<file path="src/rtl/mult_pkg.sv">
// Shared types and constants for the sequential signed 16x16 multiplier.
// Holds the controller state encoding and the operand/product widths.
package mult_pkg;

  localparam int unsigned MUL_W     = 16;
  localparam int unsigned MUL_STEPS = 16;
  localparam int unsigned PROD_W    = 32;

  typedef enum logic [1:0] {
    IDLE = 2'd0,
    RUN  = 2'd1,
    LAST = 2'd2,
    DONE = 2'd3
  } state_t;

endpackage

</file>
<file path="src/rtl/mult_row_step.sv">
// One row of the signed array multiplier, reused once per multiplier bit.
// Ports:
//   x        - multiplicand (signed)
//   y_bit    - current multiplier bit
//   acc      - running partial-product high part (17-bit signed)
//   last     - sign row: subtract the multiplicand instead of adding
//   acc_next - partial sum arithmetically shifted right by one
//   z        - product bit retired by this row
module mult_row_step
  import mult_pkg::*;
(
  input  logic [MUL_W-1:0] x,
  input  logic             y_bit,
  input  logic [MUL_W:0]   acc,
  input  logic             last,
  output logic [MUL_W:0]   acc_next,
  output logic             z
);

  logic [MUL_W:0] x_ext;
  logic [MUL_W:0] addend;
  logic           cin;
  logic [MUL_W:0] sum;

  // Negation in the sign row is invert plus carry-in; the 17-bit sum never wraps.
  always_comb begin
    x_ext    = {x[MUL_W-1], x};
    addend   = y_bit ? (last ? ~x_ext : x_ext) : '0;
    cin      = y_bit & last;
    sum      = acc + addend + (MUL_W+1)'(cin);
    acc_next = {sum[MUL_W], sum[MUL_W:1]};
    z        = sum[0];
  end

endmodule

</file>
<file path="src/rtl/mult16_seq_ctrl.sv">
// Sequential controller for the signed 16x16 multiplier: one row step per
// clock for 16 clocks, last row in subtract mode, valid/ready on both sides.
// Ports:
//   clk, rst_n          - clock, synchronous active-low reset
//   in_valid, in_ready  - operand handshake (in_ready only in IDLE)
//   a, b                - signed multiplicand / multiplier
//   flush               - synchronous abort, discards any pending product
//   out_valid, out_ready- product handshake
//   product             - signed 32-bit product, held while out_valid
//   busy                - high while RUN, LAST or DONE
module mult16_seq_ctrl
  import mult_pkg::*;
#(
  parameter int unsigned WIDTH = MUL_W,
  parameter int unsigned CNT_W = 4
) (
  input  logic               clk,
  input  logic               rst_n,
  input  logic               in_valid,
  output logic               in_ready,
  input  logic [WIDTH-1:0]   a,
  input  logic [WIDTH-1:0]   b,
  input  logic               flush,
  output logic               out_valid,
  input  logic               out_ready,
  output logic [2*WIDTH-1:0] product,
  output logic               busy
);

  state_t             state_q;
  state_t             state_d;
  logic [WIDTH-1:0]   x_r;
  logic [WIDTH-1:0]   y_r;
  logic [WIDTH:0]     acc;
  logic [CNT_W-1:0]   step;
  logic [WIDTH-1:0]   plo;

  logic               accept;
  logic               last;
  logic [WIDTH:0]     acc_next;
  logic               z;
  logic [WIDTH-1:0]   plo_next;

  mult_row_step u_row (
    .x        (x_r),
    .y_bit    (y_r[step]),
    .acc      (acc),
    .last     (last),
    .acc_next (acc_next),
    .z        (z)
  );

  // State register.
  always_ff @(posedge clk) begin
    if (!rst_n) state_q <= IDLE;
    else        state_q <= state_d;
  end

  // Next-state logic; flush overrides every transition, including an accept.
  always_comb begin
    state_d  = state_q;
    accept   = 1'b0;
    last     = 1'b0;
    plo_next = plo;
    plo_next[step] = z;
    case (state_q)
      IDLE: begin
        accept = in_valid & ~flush;
        if (accept) state_d = RUN;
      end
      RUN: begin
        if (step == CNT_W'(WIDTH - 2)) state_d = LAST;
      end
      LAST: begin
        last    = 1'b1;
        state_d = DONE;
      end
      DONE: begin
        if (out_ready) state_d = IDLE;
      end
      default: state_d = IDLE;
    endcase
    if (flush) state_d = IDLE;
  end

  // Datapath and registered outputs.
  always_ff @(posedge clk) begin
    if (!rst_n) begin
      x_r       <= '0;
      y_r       <= '0;
      acc       <= '0;
      step      <= '0;
      plo       <= '0;
      product   <= '0;
      out_valid <= 1'b0;
      in_ready  <= 1'b1;
      busy      <= 1'b0;
    end else begin
      in_ready <= (state_d == IDLE);
      busy     <= (state_d != IDLE);
      case (state_q)
        IDLE: begin
          if (accept) begin
            x_r  <= a;
            y_r  <= b;
            acc  <= '0;
            step <= '0;
            plo  <= '0;
          end
        end
        RUN: begin
          acc  <= acc_next;
          plo  <= plo_next;
          step <= step + 1'b1;
        end
        LAST: begin
          acc  <= acc_next;
          plo  <= plo_next;
          step <= '0;
          if (!flush) begin
            product   <= {acc_next[WIDTH-1:0], plo_next};
            out_valid <= 1'b1;
          end
        end
        DONE: begin
          if (out_ready) out_valid <= 1'b0;
        end
        default: ;
      endcase
      if (flush) out_valid <= 1'b0;
    end
  end

endmodule

</file>
<file path="config.mk">
export PLATFORM = sky130hd
export DESIGN_NAME = mult16_seq_ctrl
export DESIGN_NICKNAME = d
export VERILOG_FILES = /design/src/rtl/mult_pkg.sv /design/src/rtl/mult_row_step.sv /design/src/rtl/mult16_seq_ctrl.sv
export SDC_FILE = /design/constraint.sdc
export NUM_CORES = 1
export LEC_CHECK = 0
export ABC_AREA = 1
export BUFFER_PORTS_ARGS = -buffer_cell sky130_fd_sc_hd__buf_2
export CAP_MARGIN = 40
export CORE_ASPECT_RATIO = 0.7
export CORE_MARGIN = 2
export CORE_UTILIZATION = 25
export DETAILED_ROUTE_END_ITERATION = 16
export GPL_ROUTABILITY_DRIVEN = 0
export GPL_TIMING_DRIVEN = 0
export PLACE_DENSITY_LB_ADDON = 0.08
export SYNTH_ARGS = -nofsm -noshare
export SYNTH_HDL_FRONTEND = slang
export SYNTH_SLANG_ARGS = --single-unit
</file>
<file path="constraint.sdc">
create_clock -name clk -period 4.1 [get_ports clk]
set_clock_uncertainty 0.15 [all_clocks]
set_input_delay 1.025 -clock clk [delete_from_list [all_inputs] [get_ports clk]]
set_output_delay 1.025 -clock clk [all_outputs]
set_load 0.05 [all_outputs]
</file>
# --- After elaboration in Yosys (flattened, before gate mapping) ---
# Cells that the tools add are included.
classes:
  n_addsub: 3
  magnitude_cmp: 2
  n_eq_ne: 6
  mux: 22
  n_bitwise: 5
  n_reduce_logical: 14
ops:
  columns: ["operator", "count"]
  rows:
  - ["2-to-1 mux 17 bit", 3]
  - ["one-hot mux 17 bit (2 select lines)", 1]
  - ["one-hot mux 16 bit (2 select lines)", 1]
  - ["adder 17 x 1 -> 17 bit", 1]
  - ["adder 17 bit", 1]
  - ["NOT 17 bit", 1]
  - ["bitwise mux 16 bit", 1]
  - ["2-to-1 mux 16 bit", 1]
  - ["one-hot mux 4 bit (3 select lines)", 1]
  - ["AND reduction 2 bit", 5]
  - ["2-to-1 mux 2 bit", 4]
  - ["one-hot mux 2 bit (4 select lines)", 1]
  - ["nonzero test 2 bit", 3]
  - ["< comparator 4 x 5 -> 1 bit (second input constant)", 1]
  - ["2-to-1 mux 1 bit", 5]
  - ["adder 4 x 1 -> 4 bit (second input constant)", 1]
  - ["binary-select mux 1 bit (select 4 bit)", 1]
  - ["demux 1 bit (select 4 bit)", 1]
  - ["equality test 2 bit (second input constant)", 2]
  - ["equality test 4 bit (second input constant)", 1]
  - [">= comparator 4 x 1 -> 1 bit (second input constant)", 1]
  - ["zero test 2 bit", 2]
  - ["2-to-1 mux 4 bit", 1]
  - ["inequality test 2 bit (second input constant)", 2]
  - ["7 further kinds", 10]
word_totals:
  register_bits: 106
  inputBits: 37
  out_inout_bits: 35
  elab_cells: 62

# --- Longest topological paths before layout ---
# Gate-level depths: netlist of the first run.
logic_depth:
  ltp_word: 8
  mapped_depth: 24
  mapped_depth_nobuf: 21

# --- Hierarchy ---
# From an unflattened synthesis of the first run, not the netlist that was laid out.
hier_totals:
  cells_unflattened: 869
  hier_area_um2: 5884.4
by_module_without_submodules:
  columns: ["mod", "n_inst", "cells_each", "area_per_inst_um2", "seq_area_each_um2"]
  rows:
  - ["mult16_seq_ctrl", 1, 629, 4649.5, 2122.0]
  - ["mult_row_step", 1, 240, 1234.9, 0.0]

# --- Least setup slack after synthesis of the first run ---
# Ideal clock, no wire load.
synth_timing:
  kind: "register -> register"
  startpoint: "reg step[0]"
  endpoint: "reg product[31]"
  setup_time_ns: 0.109
  t_arrival_ns: 2.849
  t_required_ns: 3.841
  path_slack_ns: 0.992
  stages_incl_launch_ff: 21
  path_buffers: 3
  synth_period_minus_slack_ns: 3.108
  cell_sequence: "dfxtp_1 buf_6 inv_4 buf_6 o21ai_1 a21oi_2 nor3_4 buf_6 nor2_2 fa_1 fa_1 nand2_1 nand2_1 nand3_1 nand2_1 nand2_1 nand3_1 nand2_1 nand2_1 nand2_1 inv_1"
synth_via:
  elab_chain_cells: 5
  word_cells_on_any_way: 6
  cone_classes: "2 x add/sub; 3 x mux; 1 x bitwise"
synth_lines:
  columns: ["item", "line", "text"]
  rows:
  - ["start: declaration", "mult16_seq_ctrl.sv:35", "logic [CNT_W-1:0] step;"]
  - ["start signal: assignment", "mult16_seq_ctrl.sv:114", "step <= step + 1'b1;"]
  - ["binary-select mux 1 bit (select 4 bit) *", "mult16_seq_ctrl.sv:46", ".y_bit (y_r[step]),"]
  - ["2-to-1 mux 1 bit (not written as such) *", "mult16_seq_ctrl.sv:46", null]
  - ["2-to-1 mux 17 bit", "mult_row_step.sv:28", "addend = y_bit ? (last ? ~x_ext : x_ext) : '0;"]
  - ["adder 17 bit", "mult_row_step.sv:30", "sum = acc + addend + (MUL_W+1)'(cin);"]
  - ["adder 17 x 1 -> 17 bit *", "mult_row_step.sv:30", null]
  - ["end signal: assignment", "mult16_seq_ctrl.sv:121", "product <= {acc_next[WIDTH-1:0], plo_next};"]
  - ["end: declaration", "mult16_seq_ctrl.sv:26", "output logic [2*WIDTH-1:0] product,"]
# Mark *: on every way between the ends. The rest lies on a longest branch, timed or not. The select of a mux whose other input is x is not followed.
# A chain may end at the register's enable or synchronous reset.

# --- Final worst setup path of the first run ---
layout_timing:
  startpoint: "reg step[0]"
  endpoint: "reg acc[7]"
layout_via:
  elab_chain_cells: 6
  word_cells_on_any_way: 7
  cone_classes: "2 x add/sub; 4 x mux; 1 x bitwise"
layout_lines:
  columns: ["item", "line", "text"]
  rows:
  - ["binary-select mux 1 bit (select 4 bit) *", "mult16_seq_ctrl.sv:46", null]
  - ["2-to-1 mux 1 bit (not written as such) *", "mult16_seq_ctrl.sv:46", null]
  - ["2-to-1 mux 17 bit", "mult_row_step.sv:28", null]
  - ["adder 17 bit", "mult_row_step.sv:30", null]
  - ["adder 17 x 1 -> 17 bit *", "mult_row_step.sv:30", null]
  - ["one-hot mux 17 bit (2 select lines) *", "mult16_seq_ctrl.sv:101", "case (state_q)"]
  - ["end signal: assignment", "mult16_seq_ctrl.sv:112", "acc <= acc_next;"]
  - ["end signal: assignment", "mult16_seq_ctrl.sv:117", "acc <= acc_next;"]
  - ["end: declaration", "mult16_seq_ctrl.sv:34", "logic [WIDTH:0] acc;"]
# Marks and branches as above.

==> impl_metrics.csv, run 1 <==
group,metric,value,unit
die,ioPinCount,72,
route,antenna_left,0,
clocking,clock-sinks,105,
setup_path,cp_cell_sequence,"buf_6 > inv_4 > buf_6 > o21ai_1 > nand2_1 > nand2_1 > nand2_2 > nor3_4 > buf_6 > nor2_2 > fa_1 > fa_1 > nand2_1 > nand2_1 > nand3_1 > nand2_1 > xor2_2 > nand2_1 > a21oi_1",
synth,yosysUniqueCellTypes,31,
setup_path,cpMostUsedCell,"nand2_1",
setup_path,worstSetupEndpoint,"acc[7]$_SDFFE_PN0P_",
setup_path,worst_ep_required_time,4230,ps
power,power_density,324,nW/um^2
sta,slew_headroom,0.534,
route,firstDrtPassIters,5,
sta,setup_viol,0,
sta,fin_setup_tns,0,ps
global_route,antenna_found_initial,0,
sta,maxSlewViolCount,0,
finish,multi_input_area,2820,sq um
synth,ys_seq_area_frac,0.377,
clocking,clock_tree.buffer_depth,2,
finish,antenna_cells,0,
route,drc_errors,0,
synth,synth_seq_cells,105,
place,place_area,6280,sq um
worst_hold_path,hold_path.class,"reg -> reg",
die,core_area,21800,sq um
route,wl_per_cell,14.2,um
clocking,numCtsBuffers,9,
setup_path,cp_slowest_cell,"fa_1",
power,ir_drop,196,uV
finish,final_core_util,0.301,
setup_path,critPathLaunch,"step[0]$_SDFFE_PN0P_",
die,initial_core_util,0.256,
setup_path,r2r_start,"step[0]$_SDFFE_PN0P_",
die,rows,45,
finish,stdcell_area,6560,sq um
sta,fmax,264,MHz
place,numPortBuffers,71,
outcome,status,"completed",
die,chipWidth,182,um
power,total_leakage_power,0.00311,uW
synth,synth_area,5570,sq um
route,vias,5112,
setup_path,r2r_slack,310,ps
global_route,grt_pass1_vias,4729,
sta,finalCritPeriodShare,0.924,
clocking,htreeDepth,3,
finish,drive_gt1_frac,0.128,
place,dpl.hpwl,13200,um
route,viasPerCell,4.20,
finish,area_delta_synth_final,17.8,%
sta,final_hold_viol_count,0,
route,drt_iter0_markers,282,
route,drt_wl_total,17300,um
global_route,grt_pass1_wl,27400,um
setup_path,r2r_cells,19,
clocking,cts_tree,"done",
sta,max_slew.worst_pin.slew,696,ps
clocking,cts-root-buf,"clkbuf_16",
sta,rsz0062_at_grt,"false",
synth,synth_cells,848,
die,die-area,23500,sq um
global_route,grt_usage,0.153,
setup_path,worstSetupPathType,"reg -> reg",
setup_path,worstPathArrival,3920,ps
finish,fillers,2483,
clocking,postCtsHoldBufs,0,
setup_path,worst_r2r_endpoint,"acc[7]$_SDFFE_PN0P_",
sta,fin_crit,3790,ps
power,power,2130,uW
finish,final_cell_mix,"nand2_1, inv_1, dfxtp_1",
finish,final-seq-area,2100,sq um
setup_path,end_kind,"flop",
setup_path,critPathLaunchType,"flop",
setup_path,crit_fanout,11,
setup_path,cp.depth,19,
global_route,globalRouteOverflowTotal,0,
clocking,clk_pin_slew_worst_paths,80,ps
setup_path,path_buf_inv,4,
sta,fin_hold_ws,302,ps
synth,ys.warnings.count,0,
global_route,grt_max_degree,18,
finish,fin_nets,991,
synth,syn_avg_cell_area,6.57,sq um
run,maxCapViolCount,0,
finish,final_common_cell,"nand2_1",
setup_path,crit_path_max_incr_delay,430,ps
setup_path,critical_path.top_delay_family,"simple AND/OR/NAND/NOR gates",
die,dieHeight,129,um
synth,syn_nets,910,
clocking,clock_latency,360,ps
-- tightest hold or removal path, stage by stage, from the launching register on --
cell     delay, ps
dfxtp_1        310
inv_1           50
a21oi_1         50
-- power breakdown --
| part | switching, uW | internal, uW | leakage, uW | total, uW |
|---|---|---|---|---|
| clock | 427 | 436 | 0.000134 | 864 |
| sequential | 12.6 | 1040 | 0.000852 | 1060 |
| combinational | 141 | 66.0 | 0.00212 | 207 |
| total | 581 | 1550 | 0.00311 | 2130 |
-- what timing repair did --
item | 4_1_cts | 5_1_grt
gates resized for setup | 0 | 1
setup endpoints to repair | 0 | 6
buffers inserted | 0 | 0
-- stage by stage --
step,setup slack [ps],instances
final,313,1216
after CTS,183,1217
after global routing,59.1,1216
after global placement,170,1201
after detailed placement,197,1201
after floorplan,992,848
-- how the worst min path moves through the flow --
| stage | start | to | slack [ps] | cells after the start |
|---|---|---|---|---|
| after detailed placement | y_r[12]$_SDFFE_PN0P_ | y_r[12]$_SDFFE_PN0P_ | 290 | 2 |
| after CTS | y_r[12]$_SDFFE_PN0P_ | y_r[12]$_SDFFE_PN0P_ | 300 | 2 |
| after floorplan | y_r[12]$_SDFFE_PN0P_ | y_r[12]$_SDFFE_PN0P_ | 270 | 2 |
| after global placement | y_r[12]$_SDFFE_PN0P_ | y_r[12]$_SDFFE_PN0P_ | 290 | 2 |
| final | y_r[12]$_SDFFE_PN0P_ | y_r[12]$_SDFFE_PN0P_ | 300 | 2 |
| after global routing | y_r[8]$_SDFFE_PN0P_ | y_r[8]$_SDFFE_PN0P_ | 320 | 2 |
-- cell type report --
type | instances | area share
inverters | 127 | 0.0730
well taps | 282 | 0.0538
clock buffers | 12 | 0.0376
multi-input cells | 579 | 0.430
clock inverters | 4 | 0.00515
plain buffers | 36 | 0.0261
repair buffers | 71 | 0.0541
flip-flops and latches | 105 | 0.320
-- Yosys cell counts, drive strengths merged --
cell type    n  area [sq um]
o21ai       82           410
or2          2          12.5
nor3         8          51.3
a21o         2          15.0
clkinv       1          3.75
inv        126           475
a21oi      106           568
xor2         5          43.8
ha          23           288
a21boi       2          18.8
xnor2        2          17.5
dfxtp      105          2100
a211oi       1          7.51
buf         16          96.3
fa           2          40.0
nor2        78           295
a31oi        4          25.0
nand2      235           885
nand4        1          6.26
clkbuf      21          78.8
nand3       26           130
-- kinds of logic after synthesis --
family | after synthesis | synth area share
and+or+nand+nor | 350 | 0.248
DFF | 105 | 0.377
xor gates and xnor gates | 7 | 0.0110
AOI/OAI and AO/OA | 197 | 0.188
adders and majority gates | 25 | 0.0589
buffers and inverters | 164 | 0.117
-- sequential cells by signal, indices dropped and copies added (netlist names) --
| name | flops |
|---|---|
| out_valid | 1 |
| product | 32 |
| state_q | 2 |
| plo | 16 |
| acc | 16 |
| busy | 1 |
| y_r | 16 |
| step | 4 |
| in_ready | 1 |
| x_r | 16 |
-- metal layers --
metal	vias up	GRT usage	routed length [um]
met3	7	0.0342	908
li1	2827	-	-
met1	2166	0.265	10900
met2	112	0.176	5410
met4	0	0.0327	99
met5	-	0	0
No activity file was read; power rests on OpenSTA's default activity.
==> inputs of run 2 (changes only) <==
--- a/config.mk
+++ b/config.mk
@@ -13,7 +13,6 @@
 export CORE_UTILIZATION = 25
 export DETAILED_ROUTE_END_ITERATION = 16
 export GPL_ROUTABILITY_DRIVEN = 0
-export GPL_TIMING_DRIVEN = 0
 export PLACE_DENSITY_LB_ADDON = 0.08
 export SYNTH_ARGS = -nofsm -noshare
 export SYNTH_HDL_FRONTEND = slang
==> run 2 against run 1 <==
Compared with the run above: routed wire length fell by 5.0%; combinational power down 6%; die area is the same; final area shrank 1.2%.
==> impl_metrics.csv, run 2 (synthesis gave the netlist of run 1 again) <==
group,metric,value,unit
route,antenna_left,0,
route,viasPerCell,4.18,
clocking,clk_pin_slew_worst_paths,80,ps
global_route,grt_usage,0.145,
global_route,grt_max_degree,66,
route,wl_per_cell,13.8,um
finish,final-seq-area,2100,sq um
setup_path,worst_ep_required_time,4230,ps
power,total_leakage_power,0.00307,uW
sta,fin_crit,3450,ps
finish,fin_cells,1189,
global_route,globalRouteOverflowTotal,0,
die,die-area,23500,sq um
clocking,clock_latency,370,ps
route,firstDrtPassIters,4,
setup_path,critPathLaunchType,"flop",
place,pre_cts_ws,627,ps
sta,worst_slack,645,ps
clocking,clock_tree.buffer_depth,2,
setup_path,crit_path_max_incr_delay,610,ps
setup_path,cp_slowest_cell,"dfxtp_1",
sta,slew_headroom,0.517,
finish,area_delta_synth_final,16.4,%
finish,drive_gt1_frac,0.130,
global_route,grt_pass1_vias,4425,
finish,antenna_cells,0,
setup_path,crit_fanout,16,
global_route,antenna_found_initial,0,
die,initial_core_util,0.256,
sta,max_slew.worst_pin.slew,725,ps
die,dieHeight,129,um
place,dp.cells,1173,
clocking,htreeDepth,3,
route,drt_iter0_markers,292,
finish,regMostFlops,"product",
route,vias,4972,
finish,final_common_cell,"nand2_1",
route,drt_wl_total,16400,um
die,chipWidth,182,um
die,rows,45,
worst_hold_path,hold_path.class,"reg -> reg",
place,numPortBuffers,71,
finish,final_cell_mix,"nand2_1, inv_1, dfxtp_1",
setup_path,worstPathArrival,3580,ps
die,ioPinCount,72,
worst_hold_path,min-delay-start,"y_r[8]$_SDFFE_PN0P_",
sta,setup_viol,0,
clocking,post_cts_buffers,0,
sta,maxSlewViolCount,0,
power,power_density,334,nW/um^2
setup_path,end_kind,"flop",
route,drc_errors,0,
sta,rsz0062_at_grt,"false",
clocking,clock-sinks,105,
global_route,grt_pass1_wl,26000,um
sta,finalCritPeriodShare,0.843,
sta,fin_setup_tns,0,ps
sta,fmax,289,MHz
place,dpl.hpwl,11800,um
die,core_area,21800,sq um
clocking,cts_tree,"done",
finish,multi_input_area,2820,sq um
setup_path,worstSetupPathType,"reg -> reg",
outcome,status,"completed",
finish,largest_reg_flops,32,
power,ir_drop,175,uV
clocking,postCtsHoldBufs,0,
setup_path,cp_cell_sequence,"inv_4 > o21ai_1 > nand2_1 > nand2_1 > nand2_2 > nor3_4 > buf_4 > nor2_2 > fa_1 > fa_1 > nand2_1 > nand2_1 > nand3_1 > nand2_1 > nand2_1 > nand3_1 > nand2_1 > nand2_1 > nand2_1 > inv_1",
setup_path,critPathLaunch,"step[0]$_SDFFE_PN0P_",
finish,fin_nets,964,
setup_path,r2r_start,"step[0]$_SDFFE_PN0P_",
run,maxCapViolCount,0,
clocking,cts-root-buf,"clkbuf_16",
sta,final_hold_viol_count,0,
clocking,ctsResizeCount,0,
setup_path,cpMostUsedCell,"nand2_1",
finish,fillers,2472,
clocking,numCtsBuffers,9,
[run 2: cell types whose count changed in the layout (fill, tap and decap cells not counted), sizes merged]
cell    before  now
bufinv       0    1
clkinv       2    4
clkbuf      32    9
buf         87   80
[run 2: area by class of cell]
class                      count  share of cell area
tap                          282              0.0544
clock buffer                   9              0.0347
clock inverter                 7              0.0120
inverter                     127              0.0739
multi-input combinational    579               0.435
sequential                   105               0.324
timing repair buffer          80              0.0653
[run 2: per-stage QoR]
stage                     power, uW  hold WS (ps)  area, sq um  utilization
after floorplan                1210           270         5570            -
after CTS                      2200           296         6480        0.297
after global placement         1280           285         6180        0.284
after detailed placement       1280           285         6180        0.284
final                          2170           295         6480        0.297
after global routing           2270           312         6480        0.297
[run 2: worst paths after layout]
check | to | slack, ps | cells after the start
min reg2reg | y_r[8]$_SDFFE_PN0P_ | 300 | 2
min | y_r[8]$_SDFFE_PN0P_ | 300 | 2
max | product[31]$_SDFFE_PN0P_ | 650 | 20
max reg2reg | product[31]$_SDFFE_PN0P_ | 650 | 20
[run 2: metal layers]
metal  up-vias  part of all wire  GRT usage
li1       2772                 -          -
met2        89              0.31      0.155
met4         0            0.0043     0.0299
met1      2107              0.65      0.257
met5         -                 0          0
met3         4             0.041     0.0382
[run 2: worst max-delay path, delay by kind of cell, from the launching register on]
kind | cells | cell delay [ps]
buf+inv | 3 | 440
compound gates | 1 | 150
fa+ha+maj | 2 | 830
flops | 1 | 610
simple gates | 14 | 1180
[run 2: power by group]
| group | internal (uW) | leakage [uW] | switching [uW] |
|---|---|---|---|
| clock | 480 | 0.000146 | 433 |
| sequential | 1050 | 0.000852 | 14.6 |
| combinational | 60.6 | 0.00207 | 134 |
| total | 1590 | 0.00307 | 581 |
